[src/rtl/fifo_uart_tx.sv]
// UART-style serializer that pops words from a sync_fifo (registered read port) and sends
// start, WIDTH data bits LSB first, optional even parity (define PARITY_EN), stop.
module fifo_uart_tx #(
  parameter int unsigned WIDTH        = 8,
  parameter int unsigned CLKS_PER_BIT = 16
) (
  input  logic             clk,
  input  logic             reset,
  input  logic             enable,
  input  logic             fifo_empty,
  input  logic [WIDTH-1:0] fifo_data,
  output logic             fifo_rd,
  output logic             tx,
  output logic             busy,
  output logic             done
);

  localparam int unsigned CntW = $clog2(CLKS_PER_BIT);
  localparam int unsigned IdxW = $clog2(WIDTH + 1);
  localparam logic [CntW-1:0] CntLast = CntW'(CLKS_PER_BIT - 1);
  localparam logic [IdxW-1:0] IdxLast = IdxW'(WIDTH - 1);

  typedef enum logic [2:0] {
    StIdle,
    StRead,
    StLoad,
    StStart,
    StData,
`ifdef PARITY_EN
    StParity,
`endif
    StStop
  } state_e;

  state_e            state_q, state_d;
  logic [CntW-1:0]   cnt_q, cnt_d;
  logic [IdxW-1:0]   idx_q, idx_d;
  logic [WIDTH-1:0]  shift_q, shift_d;
  logic              tx_q, tx_d;
  logic              bit_end;
`ifdef PARITY_EN
  logic              parity_q, parity_d;
`endif

  assign bit_end = (cnt_q == CntLast);

  always_comb begin
    state_d = state_q;
    cnt_d   = cnt_q;
    idx_d   = idx_q;
    shift_d = shift_q;
    tx_d    = tx_q;
`ifdef PARITY_EN
    parity_d = parity_q;
`endif
    fifo_rd = 1'b0;
    done    = 1'b0;
    unique case (state_q)
      StIdle: begin
        tx_d = 1'b1;
        if (enable && !fifo_empty) state_d = StRead;
      end
      StRead: begin
        fifo_rd = 1'b1;
        state_d = StLoad;
      end
      // fifo_data is valid here, one cycle after the read strobe
      StLoad: begin
        shift_d = fifo_data;
`ifdef PARITY_EN
        parity_d = ^fifo_data;
`endif
        cnt_d   = '0;
        idx_d   = '0;
        tx_d    = 1'b0;
        state_d = StStart;
      end
      StStart: begin
        cnt_d = bit_end ? '0 : cnt_q + CntW'(1);
        if (bit_end) begin
          tx_d    = shift_q[0];
          state_d = StData;
        end
      end
      StData: begin
        cnt_d = bit_end ? '0 : cnt_q + CntW'(1);
        if (bit_end) begin
          if (idx_q == IdxLast) begin
`ifdef PARITY_EN
            tx_d    = parity_q;
            state_d = StParity;
`else
            tx_d    = 1'b1;
            state_d = StStop;
`endif
          end else begin
            shift_d = shift_q >> 1;
            idx_d   = idx_q + IdxW'(1);
            tx_d    = shift_d[0];
          end
        end
      end
`ifdef PARITY_EN
      StParity: begin
        cnt_d = bit_end ? '0 : cnt_q + CntW'(1);
        if (bit_end) begin
          tx_d    = 1'b1;
          state_d = StStop;
        end
      end
`endif
      StStop: begin
        cnt_d = bit_end ? '0 : cnt_q + CntW'(1);
        done  = bit_end;
        if (bit_end) state_d = StIdle;
      end
      default: state_d = StIdle;
    endcase
  end

  always_ff @(posedge clk or negedge reset) begin
    if (!reset) begin
      state_q <= StIdle;
      cnt_q   <= '0;
      idx_q   <= '0;
      shift_q <= '0;
      tx_q    <= 1'b1;
`ifdef PARITY_EN
      parity_q <= 1'b0;
`endif
    end else begin
      state_q <= state_d;
      cnt_q   <= cnt_d;
      idx_q   <= idx_d;
      shift_q <= shift_d;
      tx_q    <= tx_d;
`ifdef PARITY_EN
      parity_q <= parity_d;
`endif
    end
  end

  assign tx   = tx_q;
  assign busy = (state_q != StIdle);

endmodule

[config.mk]
export PLATFORM = sky130hd
export DESIGN_NAME = fifo_uart_tx
export DESIGN_NICKNAME = d
export VERILOG_FILES = /design/src/rtl/fifo_uart_tx.sv
export SDC_FILE = /design/constraint.sdc
export NUM_CORES = 1
export LEC_CHECK = 0
export ABC_AREA = 1
export BUFFER_PORTS_ARGS = -buffer_cell sky130_fd_sc_hd__buf_2
export CORE_UTILIZATION = 56
export DETAILED_ROUTE_END_ITERATION = 16
export GPL_TIMING_DRIVEN = 0
export PLACE_DENSITY = 0.78
export RECOVER_POWER = 100
export SYNTH_ARGS = -nofsm -noshare
export SYNTH_HDL_FRONTEND = slang
export SYNTH_SLANG_ARGS = --single-unit
[constraint.sdc]
create_clock -name clk -period 1.9 [get_ports clk]
set_clock_uncertainty 0.15 [all_clocks]
set_input_delay 0.38 -clock clk [delete_from_list [all_inputs] [get_ports clk]]
set_output_delay 0.38 -clock clk [all_outputs]
set_load 0.02 [all_outputs]
# == Yosys cells after proc, flatten, opt, wreduce, memory -nomap -nowiden ==
# Cells that the tools add are included.
# classes
eq_ne,13
addsub,2
order_cmp,0
n_mux,20
n_reduce_logical,11
mul,0
div_mod_pow,0
n_bitwise,0
n_shift,0
# ops
cell,count
$pmux 3 s6,1
$mux 8,2
$pmux 4 s2,2
$pmux 8 s2,1
$mux 3,5
$mux 4,3
$ne 2x2->1 const B,6
$add 4x1->4 const B,2
$eq 3x2->1 const B,2
$eq 3x3->1 const B,2
$reduce_and 3->1,2
$mux 1,5
$reduce_and 5->1,1
$eq 4x3->1 const B,1
$eq 4x4->1 const B,1
$pmux 1 s4,1
$reduce_bool 2->1,2
$reduce_bool 4->1,1
$eq 3x1->1 const B,1
$logic_not 3->1,1
$reduce_bool 3->1,1
$reduce_or 3->1,1
$logic_and 1x1->1,1
$logic_not 1->1,1
# totals
input_bits,12
memories,0
latchBits,0
output_inout_bits,4
mem_bits_ro,0
ram_bits,0
ff_bits,20
elab_cells,51

# == Logic depth before layout (Yosys ltp) ==
# logic_depth
word_depth,4
depth_mapped,10
ltp_nobuf,9

# == Worst setup path before layout ==
# Ideal clock, no wire load.
# synth_path
kind,register to output
from,reg cnt_q[0]
to,out done
arrival_ns,1.012
path_stages_with_launch,4
required_time_ns,1.370
n_path_buf,0
path_slack_ns,0.358
path_cell_list,dfrtp_1 -> ha_1 -> nand3_1 -> nor2_1
# synth_between
elab_chain_len,2
# synth_rtl
element,line_no,source
"start, declared",36,"logic [CntW-1:0] cnt_q, cnt_d;"
"start signal, assigned",133,cnt_q <= cnt_d;
$eq 4x4->1,45,assign bit_end = (cnt_q == CntLast);
$mux 1,58,unique case (state_q)
"end, declared",15,output logic done
# No other way between the ends.

# == Worst setup path in the final report ==
# layout_path
from,reg state_q[2]
to,out done
# layout_between
elab_chain_len,2
# layout_rtl
element,line_no,source
"start, declared",35,"state_e state_q, state_d;"
"start signal, assigned",123,state_q <= StIdle;
"start signal, assigned",132,state_q <= state_d;
$eq 3x3->1,58,
$mux 1,58,
# No other way between the ends.

==> results.md <==
- Status: completed
- Synth top area share: 0.402
- CTS root buffer: clkbuf_4
- Largest net degree at the start of global routing: 21
- Rows: 16
- First-pass GRT wire length: 3640 um
- Mapped cell area: 1180 um^2
- Yosys reg bits: 20
- DIE AREA: between 2000 and 2500 um^2
- CP Capture Point: done
- Cells on worst reg2reg path: 10
- CTS sink count: 20
- First-pass DRT Iterations: 4
- Htree depth: 1
- TritonCTS Buffers: 3
- Setup TNS: 0 ns
- R2R setup slack: 0.32 ns
- Post-synthesis cell type count: 23
- Vias: 1058
- Worst setup SP type: flop
- Critical path arrival: 1.28 ns
- Fmax: 0.553 GHz
- Slew Limit Fails: 0
- DP Area: 1290 um^2
- CP Capture Type: output pin
- Proportion of layout cells with a drive suffix above 1: 0.265
- Fillcell total: 172
- DP HPWL: 1650 um
- CP startpoint: state_q[2]
- Post-route minimum period: 1.81 ns
- Synth Net Count: ~180
- Worst r2r src: state_q[0]
- Maximum VDD drop: 1.02 mV
- Clk buf depth: 2
- Max incr delay on CP: 0.54 ns
- Area growth, synth to finish: 16.1%
- Yosys Warn Count: 0
- Chip width: 48.0 um
- Core Area: 1980 um^2
- Nets: 196
- Syn Inst Count: about 160
- Slowest cell on the critical path: dfrtp_1
- RePlAce Congestion: 0.841
- Worst-margin pin slew: 0.504 ns
- Total GRT Usage: 0.232
- Dpl ws: 0.194 ns
- Worst slew margin: 0.664
- Initial antenna violation count: 0
- CP Max Fanout: 7
- Final period util: 0.952
- Design Area, Final: 1370 um^2
- Seq/Total Area, Yosys: 0.424
- DIE HEIGHT: 48.0 um
- Initial core utilization: 0.597
- Post-route antenna net violation count: 0
- Placed cell count: 203
- Postcts setup bufs: 0
- Avg Inst Size Synth: 7.35 um^2
- Worst setup margin: 0.0903 ns
- Largest cells by area after synthesis: dfrtp_1 40%, nand2_1 23%, nand3_1 6.8%
- Detailed Route Iter0 Violations: 22
- Number of global-route vias before repair: 900
- Drc violations: 0
- Number of max-cap violations: 0
- Io pins: 16
- Crit Path Class: reg -> out
- # port buffers: 15
- Pwr Density: 1510 nW/um^2
- Reg2Reg Capture Point: shift_q[5]
- P_leak: 0.751 nW
- CTS tree: built
- Drt via density: 5.09
- Critical path cell sequence: nand3_2 -> nor2_1 -> buf_4
- Non-Filler Instances: 208
- Clock-pin slew on the worst setup and hold paths: around 0.11 ns
- Hold Fails Final Rpt: 0
- WL/cell: 10.9 um
- N_diodes: 0
- Synth area leader: dfrtp_1
- Commonest non-fill, non-tap cell in the layout: nand2_1
- Grt ovf: 0
- Hold Path Class: in -> reg
- Most frequent cells in the layout: 74 x nand2_1, 17 x dfrtp_1, 14 x nand3_1, 14 x buf_2
- Critical Path RT: 1.37 ns
- Clk_lat worst skew: 0.31 ns
- Routed Wire Length: 2260 um
- Final setup vio count: 0
-- through the flow --
stage                      util  hold WS (ns)  total power, W
final                     0.693         0.125         0.00207
after global routing      0.693         0.131         0.00227
after CTS                 0.678         0.123         0.00204
after detailed placement  0.652         0.205         0.00178
after global placement    0.652         0.201         0.00174
after floorplan               -       -0.0656         0.00155
-- synthesized netlist by cell type (all sizes together) --
| library cell | number |
|---|---|
| a21oi | 1 |
| a31oi | 1 |
| buf | 4 |
| dfrtp | 19 |
| dfstp | 1 |
| ha | 2 |
| inv | 13 |
| nand2 | 79 |
| nand3 | 17 |
| nor2 | 10 |
| o21ai | 9 |
| or2 | 3 |
| xor2 | 2 |
-- power by group --
| group | internal, W | switching [W] |
|---|---|---|
| sequential | 0.000610 | 0.000152 |
| clock | 0.000117 | 0.000134 |
| combinational | 0.000391 | 0.000665 |
| total | 0.00112 | 0.000952 |
-- registers in the layout, summed over array words and instances (netlist names) --
signal and flops:
shift_q 8, cnt_q 4, idx_q 4, state_q 3, tx 1
-- worst min-delay path by stage --
stage                       startpoint          to  slack, ns  cells after the start
after floorplan                  reset    cnt_q[0]      -0.07                      0
after global placement           reset  state_q[0]       0.20                      1
after detailed placement         reset  state_q[0]       0.20                      1
after CTS                 fifo_data[7]  shift_q[7]       0.12                      3
after global routing      fifo_data[7]  shift_q[7]       0.13                      3
final                     fifo_data[7]  shift_q[7]       0.12                      3
-- area by class of cell --
class                      count  area, um^2  area share
clock buffer                   4        36.3      0.0264
inverter                      13        48.8      0.0355
multi-input combinational    124         624       0.454
sequential                    20         504       0.367
buffer                         4        38.8      0.0282
timing repair buffer          16        87.6      0.0638
tap                           27        33.8      0.0246
-- per-layer routing --
layer / up-vias / GRT usage / routed length, um
li1: 542 / - / -
met1: 488 / 0.285 / 1050
met2: 23 / 0.395 / 1100
met3: 5 / 0.0453 / 71
met4: 0 / 0.100 / 41
met5: - / 0 / 0
-- cell families after synthesis --
logic type | after synthesis | synth area share
xor+xnor | 2 | 0.0148
simple gates | 109 | 0.412
compound gates | 11 | 0.0539
buf+inv | 17 | 0.0740
flops | 20 | 0.424
fa+ha+maj | 2 | 0.0211
-- worst max-delay path, delay by kind of cell, from the launching register on --
family | cells | cell delay, ns
AND/OR/NAND/NOR | 2 | 0.29
buffers and inverters | 1 | 0.15
flip-flops | 1 | 0.54
-- timing repair --
action / in CTS / in global routing
gates resized for setup: 1 / 8
endpoints found under the setup margin: 1 / 1
hold endpoints to repair: 19 / 0
hold buffers: 1 / 0
Power figures use the tool's default switching activity.
